==> src/rtl/twos_complement_subtractor_pkg.sv <==
// -----------------------------------------------------------------------------
// twos_complement_subtractor_pkg
//   Shared constants for the two's-complement subtractor slice.
//   SUB_WIDTH_DEF : default operand/result width used by the top module.
// -----------------------------------------------------------------------------
package twos_complement_subtractor_pkg;

  // Default operand width; legal range for the subtractor is 2..32.
  localparam int SUB_WIDTH_DEF = 4;

endpackage : twos_complement_subtractor_pkg

==> src/rtl/twos_complement_subtractor_fa_cell.sv <==
// -----------------------------------------------------------------------------
// fa_cell
//   1-bit full adder, the building block of the subtractor's ripple chain.
//   Ports:
//     a    : input  1  addend bit
//     b    : input  1  addend bit (already inverted by the caller when subtracting)
//     cin  : input  1  carry in from the next-lower bit
//     s    : output 1  sum bit
//     cout : output 1  carry out to the next-higher bit
// -----------------------------------------------------------------------------
module fa_cell (
  input  logic a,
  input  logic b,
  input  logic cin,
  output logic s,
  output logic cout
);

  logic p;  // propagate

  assign p    = a ^ b;
  assign s    = p ^ cin;
  assign cout = (a & b) | (cin & p);

endmodule : fa_cell

==> src/rtl/twos_complement_subtractor.sv <==
// -----------------------------------------------------------------------------
// twos_complement_subtractor
//   Computes a - b as a + ~b + 1 with a ripple chain of fa_cell instances and
//   registers the difference and carry-out in a single output stage.
//   Carry-out is the "no borrow" flag: 1 when a >= b (unsigned), 0 when a < b.
//   Ports:
//     clk       : input  1      clock, rising edge
//     rst_n     : input  1      asynchronous active-low reset
//     in_valid  : input  1      a/b valid this cycle; capture the difference
//     a         : input  WIDTH  minuend
//     b         : input  WIDTH  subtrahend
//     out_valid : output 1      high for the cycle after an in_valid capture
//     result    : output WIDTH  (a + ~b + 1) mod 2^WIDTH
//     carry     : output 1      carry-out of a + ~b + 1
// -----------------------------------------------------------------------------
module twos_complement_subtractor
  import twos_complement_subtractor_pkg::*;
#(
  parameter int WIDTH = SUB_WIDTH_DEF
) (
  input  logic             clk,
  input  logic             rst_n,
  input  logic             in_valid,
  input  logic [WIDTH-1:0] a,
  input  logic [WIDTH-1:0] b,
  output logic             out_valid,
  output logic [WIDTH-1:0] result,
  output logic             carry
);

  // Ripple chain: c[0] is the "+1" of the two's-complement negation of b.
  logic [WIDTH:0]   c;
  logic [WIDTH-1:0] b_inv;
  logic [WIDTH-1:0] sum;

  assign c[0]  = 1'b1;
  assign b_inv = ~b;

  genvar gi;
  generate
    for (gi = 0; gi < WIDTH; gi++) begin : g_ripple
      fa_cell u_fa (
        .a    (a[gi]),
        .b    (b_inv[gi]),
        .cin  (c[gi]),
        .s    (sum[gi]),
        .cout (c[gi+1])
      );
    end
  endgenerate

  // Output register bank.
  logic [WIDTH-1:0] result_q, result_d;
  logic             carry_q,  carry_d;
  logic             out_valid_q, out_valid_d;

  // Result and carry only load on in_valid, so a/b (even if unknown) are
  // ignored while idle and the last difference is held.
  always_comb begin
    result_d    = result_q;
    carry_d     = carry_q;
    out_valid_d = in_valid;
    if (in_valid) begin
      result_d = sum;
      carry_d  = c[WIDTH];
    end
  end

  always_ff @(posedge clk or negedge rst_n) begin
    if (!rst_n) begin
      result_q    <= '0;
      carry_q     <= 1'b0;
      out_valid_q <= 1'b0;
    end else begin
      result_q    <= result_d;
      carry_q     <= carry_d;
      out_valid_q <= out_valid_d;
    end
  end

  assign result    = result_q;
  assign carry     = carry_q;
  assign out_valid = out_valid_q;

endmodule : twos_complement_subtractor

==> config.mk <==
export PLATFORM = sky130hd
export DESIGN_NAME = twos_complement_subtractor
export DESIGN_NICKNAME = d
export VERILOG_FILES = /design/src/rtl/twos_complement_subtractor_pkg.sv /design/src/rtl/twos_complement_subtractor_fa_cell.sv /design/src/rtl/twos_complement_subtractor.sv
export SDC_FILE = /design/constraint.sdc
export NUM_CORES = 1
export LEC_CHECK = 0
export CAP_MARGIN = 20
export CORE_AREA = 2 2 39 41
export CTS_BUF_LIST = sky130_fd_sc_hd__clkbuf_2 sky130_fd_sc_hd__clkbuf_4 sky130_fd_sc_hd__clkbuf_8
export DETAILED_ROUTE_END_ITERATION = 7
export DIE_AREA = 0 0 41 43
export SLEW_MARGIN = 5
export SYNTH_ARGS = -nofsm -noshare
export SYNTH_HDL_FRONTEND = slang
export SYNTH_SLANG_ARGS = --single-unit
==> constraint.sdc <==
create_clock -name clk -period 1.6 [get_ports clk]
set_clock_uncertainty 0.15 [all_clocks]
set_input_delay 0.32 -clock clk [delete_from_list [all_inputs] [get_ports clk]]
set_output_delay 0.32 -clock clk [all_outputs]
set_load 0.01 [all_outputs]
# Word-level counts from Yosys, hierarchy flattened
# Index checks and enable logic that the tools add are counted.
dict set report totals {
  reg_bits 6
  in_bits 11
  out_inout_bits 6
}
dict set report op_classes {
  bitwise_logic 20
}
# op count
set op_table {}
lappend op_table {{1-bit bitwise AND} 7}
lappend op_table {{1-bit bitwise XOR} 7}
lappend op_table {{4-bit NOT} 1}
lappend op_table {{1-bit bitwise OR} 4}
lappend op_table {{1-bit NOT} 1}

# Logic depth before layout (Yosys ltp)
# Gate-level depths: netlist of run 1.
dict set report depth {
  depth_word 9
  depth_mapped 7
  depth_no_buf 7
}

# Hierarchy
# Synthesis of run 1 repeated with hierarchy kept, for this count alone.
dict set report unflattened {
  hier_cells 20
  hier_area_um2 305.3
}
# module instances cells_each area_per_inst_um2 seq_area_each_um2
set modules_own_cells {}
lappend modules_own_cells {twos_complement_subtractor 1 16 225.2 150.1}
lappend modules_own_cells {fa_cell 4 1 20.0 0.0}

# Worst setup path after synthesis of run 1
# Ideal clock, no wire load.
dict set report synth_timing {
  path_type {input to register}
  start {input port a[0]}
  end {register result_q[3] (netlist: result[3])}
  setup_time_ps 125
  arrival_ps 1972
  t_required_ps 1325
  slack_ps -647
  stages 7
  path_buffers 0
  cell_sequence {inv_1 ha_1 fa_1 fa_1 inv_1 fa_1 mux2_4}
}
dict set report synth_between {
  elab_chain_cells 7
}
# element line_no
set synth_lines {}
lappend synth_lines {{from (decl)} twos_complement_subtractor.sv:24} ;# input logic [WIDTH-1:0] a,
lappend synth_lines {{1-bit bitwise AND / 1-bit bitwise XOR (equally long branches)} {twos_complement_subtractor_fa_cell.sv:23, twos_complement_subtractor_fa_cell.sv:21}}
lappend synth_lines {{1-bit bitwise OR *} twos_complement_subtractor_fa_cell.sv:23} ;# assign cout = (a & b) | (cin & p);
lappend synth_lines {{1-bit bitwise AND *} twos_complement_subtractor_fa_cell.sv:23}
lappend synth_lines {{1-bit bitwise OR *} twos_complement_subtractor_fa_cell.sv:23}
lappend synth_lines {{1-bit bitwise AND *} twos_complement_subtractor_fa_cell.sv:23}
lappend synth_lines {{1-bit bitwise OR *} twos_complement_subtractor_fa_cell.sv:23}
lappend synth_lines {{1-bit bitwise XOR *} twos_complement_subtractor_fa_cell.sv:22} ;# assign s = p ^ cin;
lappend synth_lines {{net g_ripple[3].u_fa.s} twos_complement_subtractor_fa_cell.sv:15} ;# output logic s,
lappend synth_lines {{to (signal assigned)} twos_complement_subtractor.sv:75} ;# result_q <= result_d;
lappend synth_lines {{to (decl)} twos_complement_subtractor.sv:53} ;# logic [WIDTH-1:0] result_q, result_d;
# The timed path passes the listed nets; every way through them passes the cells marked *.
# A chain may end at the register's enable or synchronous reset.

# Worst setup path after layout of run 1
# Ends and elaborated chain as after synthesis.

==> out/summary.txt, run 1 <==
HPWL after DPL: 486.9 microns
Vias: 231
setup TNS: -0.5041 ns
crit path DAT: 2.01 ns
Vias/cell: 3.915
remaining global-route overflow: 0
Worst-Skew Late Latency: 0.24 ns
Seq cells post-synth: 6
Core ar.: 1384 sq um
final antenna-violating net count: 0
fillers: 143
post-CTS setup buffer count: 0
Unique masters post-synth: 9
final hold vios: 0
H-Tree Level Count: 1
share of post-route cells with drive strength above 1: 32.56%
Sink Count: 6
worst slew pin tran: 0.2641 ns
maximum VDD drop: 0.4779 mV
pwr/cell area: 860.9 nW/um^2
number of synthesis warnings: 0
Core Rows: 14
Layout area overhead: 72.11%
Root Buffer: clkbuf_4
Overall Global Routing Usage: 9.533%
worst hold slack: 0.1559 ns
Crit Path Category: primary input to register
Cells after Synth: 24
Max Cap Viol: 0
Synth Cell Area: 314.1 sq um
I/O pins: 17
failing checks: setup timing
TritonCTS clock tree: done
hold buffers post-CTS: 0
WL per Instance: 10.22 microns
Final nets: 60
status: finished with violations
post-layout util: 39.06%
endpoints failing setup: 2
final count of pins violating max slew: 0
Lkg Pwr: 0.2684 nW
Die W: 41 microns
post-route worst setup slack: -0.4254 ns
crit end category: register
Critical Path RT: 1.58 ns
kind of start point of the critical path: primary input
initial antenna violation count: 0
DRC: 0
ant diodes: 0
vias in the first global route: 273
Slew HR: 82.34%
PortBufs: 16
worst min path class: primary input to asynchronous set/reset pin
gpl congestion: 0.5833
die area: 1763 sq um
sequential share of the synthesized area: 47.81%
crit share post-route: 126.6%
reg-to-reg setup timing slack: 0.70 ns
Die H: 43 microns
Initial Util: 22.69%
CTS max path bufs: 2
final WL: 603 microns
Worst-path clk slew: 0.05 ns
drt pass-1 iters: 2
min cycle time layout: 2.025 ns
overall power: 0.4653 mW
Fmax: 493.7 MHz
syn nets: 39
largest net degree at the start of global routing: 7
TritonCTS buffer count: 3
crit-path max FO: 1
RSZ-0062 raised after global routing: yes
first-pass GRT wire length: 1021 microns
mean post-synth cell area: 13.09 sq um
DRT iter0 DRCs: 2
==> cell usage after synthesis (all sizes together) <==
| master | instances | area share (%) |
|---|---|---|
| buf | 1 | 3.6 |
| a21oi | 2 | 3.2 |
| ha | 1 | 4.0 |
| fa | 3 | 19 |
| mux2 | 2 | 9.6 |
| nor2 | 2 | 2.4 |
| dfrtp | 6 | 48 |
| inv | 6 | 7.2 |
| mux2i | 1 | 3.2 |
==> layout by cell type (no fill, tap or decap) <==
master / n
buf_8: 1
mux2i_1: 1
ha_4: 1
dfrtp_1: 6
dlymetal6s2s_1: 2
inv_8: 1
inv_2: 2
inv_1: 3
fa_1: 1
dlygate4sd2_1: 7
mux2_4: 2
buf_6: 1
nor2_1: 2
clkdlybuf4s50_1: 5
fa_2: 2
buf_4: 1
a21oi_1: 2
clkbuf_4: 3
==> registers in the layout (all words and copies together), names as in the netlist <==
register   count
result         4
carry          1
out_valid      1
==> path summary, 6_finish.rpt <==
| check | startpoint | end | depth (start not counted) |
|---|---|---|---|
| worst max-delay path | a[0] | result[3] | 8 |
| worst min-delay path | rst_n | out_valid | 1 |
| worst max register to register | result[3] | result[3] | 1 |
| worst min register to register | carry | carry | 1 |
| max in group asynchronous | rst_n | result[0] | 1 |
| min in group clk | b[0] | result[0] | 3 |
==> layout make-up <==
class	count	area, sq um	area share [%]
Inverter	6	30.03	5.556
Timing Repair Buffer	17	170.2	31.48
Tap cell	16	20.02	3.704
Multi-Input combinational cell	11	147.6	27.31
Sequential cell	6	150.1	27.78
Clock buffer	3	22.52	4.167
==> per-stage QoR <==
step                      area [sq um]  cells  setup slack [ns]
after floorplan                  339.1     24           -0.5454
after global placement           515.5     56            -1.168
after detailed placement         515.5     56            -1.187
after CTS                        535.5     59           -0.4292
after global routing             540.5     59           -0.4828
final                            540.5     59           -0.4254
==> cells by family (layout without fill, tap and decap cells) <==
kind of cell | count (synthesis) | count (layout) | share of synthesized area [%]
buffers and inverters | 7 | 26 | 10.76
DFF | 6 | 6 | 47.81
muxes | 3 | 3 | 12.75
adders and majority gates | 4 | 4 | 23.11
AOI/OAI and AO/OA | 2 | 2 | 3.187
and+or+nand+nor | 2 | 2 | 2.391
==> what timing repair did <==
action	in CTS	in global routing
resized for setup	20	2
pin swaps	4	0
setup endpoints to repair	8	4
==> critical path, stage by stage <==
cell    delay [ns]
buf_8         0.08
inv_8         0.03
ha_4          0.14
fa_2          0.38
fa_2          0.34
inv_2         0.06
fa_1          0.40
mux2_4        0.26
==> where the power goes <==
part / leakage (nW) / internal, mW / switching (mW)
Clock: 0.0138 / 0.0852 / 0.0602
Sequential: 0.0688 / 0.176 / 0.0112
Combinational: 0.186 / 0.0793 / 0.0537
==> per-layer routing <==
metal | GRT usage (%) | routed length (microns) | vias to the layer above
li1 | - | - | 110
met1 | 8.970 | 227 | 102
met2 | 14.06 | 276 | 19
met3 | 6.806 | 98 | 0
met4 | 6.000 | 0 | 0
met5 | 0 | 0 | -
Note: power is estimated with default switching activity, not from simulation.
==> run 2: changes to the inputs <==
--- a/config.mk
+++ b/config.mk
@@ -5,9 +5,10 @@
 export SDC_FILE = /design/constraint.sdc
 export NUM_CORES = 1
 export LEC_CHECK = 0
+export ABC_AREA = 1
 export CAP_MARGIN = 20
 export CORE_AREA = 2 2 39 41
-export CTS_BUF_LIST = sky130_fd_sc_hd__clkbuf_2 sky130_fd_sc_hd__clkbuf_4 sky130_fd_sc_hd__clkbuf_8
+export CTS_BUF_LIST = sky130_fd_sc_hd__clkbuf_2
 export DETAILED_ROUTE_END_ITERATION = 7
 export DIE_AREA = 0 0 41 43
 export SLEW_MARGIN = 5
==> run 2 against run 1 <==
Against the previous run: the flow still finishes with violations (setup timing); combinational power shrank 3%; sequential power shrank 3%; die area is the same; wire length grew 3.8%; register-to-register slack gained 0.15 ns; core utilization grew 0.45 points; clock power shrank 29%; synthesized area shrank 0.40%; critical path type unchanged.
==> out/summary.txt, run 2 <==
failing checks: setup timing
Logic pwr share: 31.2% (+2.6 points)
worst hold slack: 0.1976 ns (+0.04170 ns)
multi-input logic area: 146.4 sq um (-0.85%)
die area: 1763 sq um (unchanged)
Fmax: 519.8 MHz (+5.3%)
Area after DPL: 518.0 sq um (+0.49%)
mean post-synth cell area: 9.200 sq um (-30%)
Crit Path Category: primary input to register
Seq pwr share: 43.9% (+3.7 points)
CTS max path bufs: 2 (unchanged)
Post-Layout Inst Area: 546.8 sq um (+1.2%)
commonest non-fill, non-tap cell in the layout: nand2_1
Seq cells post-synth: 6 (unchanged)
number of synthesis warnings: 0 (unchanged)
Yosys top cell area share: 48.00% (+0.19 points)
Final Non-Filler Cells: 69 (+17%)
sequential share of the synthesized area: 48.00% (+0.19 points)
internal power: 0.2957 mW (-13%)
most instantiated library cell after synthesis: nand2_1
final hold vios: 0 (unchanged)
first-pass GRT wire length: 1124 microns (+10%)
Critical Path, Cell by Cell: buf_8, inv_8, ha_4, fa_2, fa_2, inv_2, fa_1, nand2_1, nand2_1
worst min path class: primary input to asynchronous set/reset pin
TritonCTS clock tree: done
PortBufs: 16 (unchanged)
WL per Instance: 9.072 microns (-11%)
Max Cap Viol: 0 (unchanged)
Post-synth EDFFs: 0 (unchanged)
Sink Count: 6 (unchanged)
Vias/cell: 3.826 (-2.3%)
maximum VDD drop: 0.2908 mV (-39%)
Worst-Skew Late Latency: 0.21 ns (-0.03 ns)
Unique masters post-synth: 6 (-3)
dpl cells: 66 (+18%)
HPWL after DPL: 546.9 microns (+12%)
Layout area overhead: 74.80%
remaining global-route overflow: 0 (unchanged)
hold buffers post-CTS: 0 (unchanged)
sw frac: 28.43% (+1.6 points)
max FFs per register: 4 (unchanged)
Clock Power Share: 24.9% (-6.4 points)
slowest CP cell: fa_1
Slew HR: 81.29% (-1.1 points)
Overall Global Routing Usage: 9.606% (+0.072 points)
DRC: 0 (unchanged)
final count of pins violating max slew: 0 (unchanged)
drt pass-1 iters: 1 (-1)
Root Buffer: clkbuf_2
TritonCTS buffer count: 3 (unchanged)
max incr delay on CP: 0.40 ns (about the same)
fillers: 150 (+4.9%)
Core ar.: 1384 sq um (unchanged)
pwr/cell area: 755.6 nW/um^2 (-12%)
vias in the first global route: 278 (+1.8%)
endpoints failing setup: 3 (+1)
Core Rows: 14 (unchanged)
Die H: 43 microns (unchanged)
min cycle time layout: 1.924 ns (-0.1017 ns)
largest net degree at the start of global routing: 8 (+1)
Synth Cell Area: 312.8 sq um (-0.40%)
Lkg Pwr: 0.3248 nW (+21%)
ant diodes: 0 (unchanged)
Cells after Synth: 34 (+42%)
crit share post-route: 120.2% (-6.4 points)
most frequent cells in the layout: nand2_1, clkdlybuf4s50_1, dfrtp_1, dlymetal6s2s_1
Worst-path clk slew: 0.06 ns (about the same)
final antenna-violating net count: 0 (unchanged)
post-route worst setup slack: -0.3237 ns (+0.1017 ns)
post-synth top area cell: dfrtp_1
status: finished with violations
DRT iter0 DRCs: 0 (-2)
initial antenna violation count: 0 (unchanged)
I/O pins: 17 (unchanged)
ys async rst share: 100.0% (unchanged)
H-Tree Level Count: 1 (unchanged)
post-CTS setup buffer count: 0 (unchanged)
final WL: 626 microns (+3.8%)
Die W: 41 microns (unchanged)
top cells by area, synth: dfrtp_1, fa_1, nand2_1
P_sw: 0.1175 mW (-6.1%)
crit end category: register
share of post-route cells with drive strength above 1: 26.42% (-6.1 points)
setup TNS: -0.4277 ns (+0.07640 ns)
Vias: 264 (+14%)
Final nets: 70 (+17%)
ys flop type: dfrtp_1
Initial Util: 22.60% (-0.090 points)
syn nets: 49 (+26%)
storage element area: 150.1 sq um (unchanged)
crit path DAT: 1.88 ns (-0.13 ns)
kind of start point of the critical path: primary input
crit-path max FO: 1 (unchanged)
gpl congestion: 0.6941 (+19%)
Critical Path RT: 1.56 ns (-0.02 ns)
RSZ-0062 raised after global routing: yes
Post-synth top cells: nand2_1, inv_1, dfrtp_1, fa_1
worst slew pin tran: 0.2798 ns (+0.01570 ns)
## run 2: area by class of cell
| cell class | count | share of cell area [%] |
|---|---|---|
| clock buffer | 3 | 2.746 |
| inverter | 9 | 7.551 |
| sequential | 6 | 27.46 |
| multi-input combinational | 19 | 26.77 |
| timing repair buffer | 16 | 31.81 |
| tap | 16 | 3.661 |
## run 2: logic make-up after synthesis
logic type,share of synthesized area [%]
and+or+nand+nor,18.00
buffers and inverters,10.80
adders and majority gates,23.20
DFF,48.00
## run 2: final timing paths
kind,slack (ns),start,cells after the start,end
hold reg to reg,0.31,result[2],2,result[2]
setup / recovery,-0.32,a[0],9,result[3]
min in group clk,0.30,b[0],5,result[0]
hold / removal,0.20,rst_n,1,result[2]
setup reg to reg,0.85,result[1],2,result[1]
max in group asynchronous,0.89,rst_n,1,carry
## run 2: critical path, delay by kind of cell
family,cells,cell delay [ns]
AND/OR/NAND/NOR,2,0.12
adder cells (fa/ha/maj),4,1.28
buffers and inverters,3,0.17
## run 2: per-layer routing
layer  routed length, microns  share of wire, %  vias up  GRT usage (%)
li1                         -                 -      132              -
met1                      225                36      122          11.84
met2                      341                54       10          14.69
met3                       59               9.4        0          3.141
met4                        0                 0        0          4.000
met5                        0                 0        -              0
## run 2: power groups by stage
stage / combinational, mW / sequential, mW / clock (mW)
6_report: 0.129 / 0.181 / 0.103
5_1_grt: 0.149 / 0.184 / 0.118
4_1_cts: 0.136 / 0.182 / 0.107
3_5_place_dp: 0.137 / 0.185 / 0
3_3_place_gp: 0.131 / 0.184 / 0
2_1_floorplan: 0.0426 / 0.194 / 0
## run 2: per-stage QoR
stage	setup slack (ns)	total power, mW	util [%]
2_1_floorplan	-0.3812	0.2369	-
5_1_grt	-0.3741	0.4516	39.51
3_5_place_dp	-1.062	0.3219	37.43
6_report	-0.3237	0.4132	39.51
4_1_cts	-0.3453	0.4258	38.79
3_3_place_gp	-1.023	0.3152	37.43
## run 2: repair_timing
| item | 4_1_cts | 5_1_grt |
|---|---|---|
| cloned | 0 | 0 |
| gates resized for setup | 14 | 10 |
| endpoints found under the setup margin | 4 | 8 |
| pin swaps | 6 | 6 |
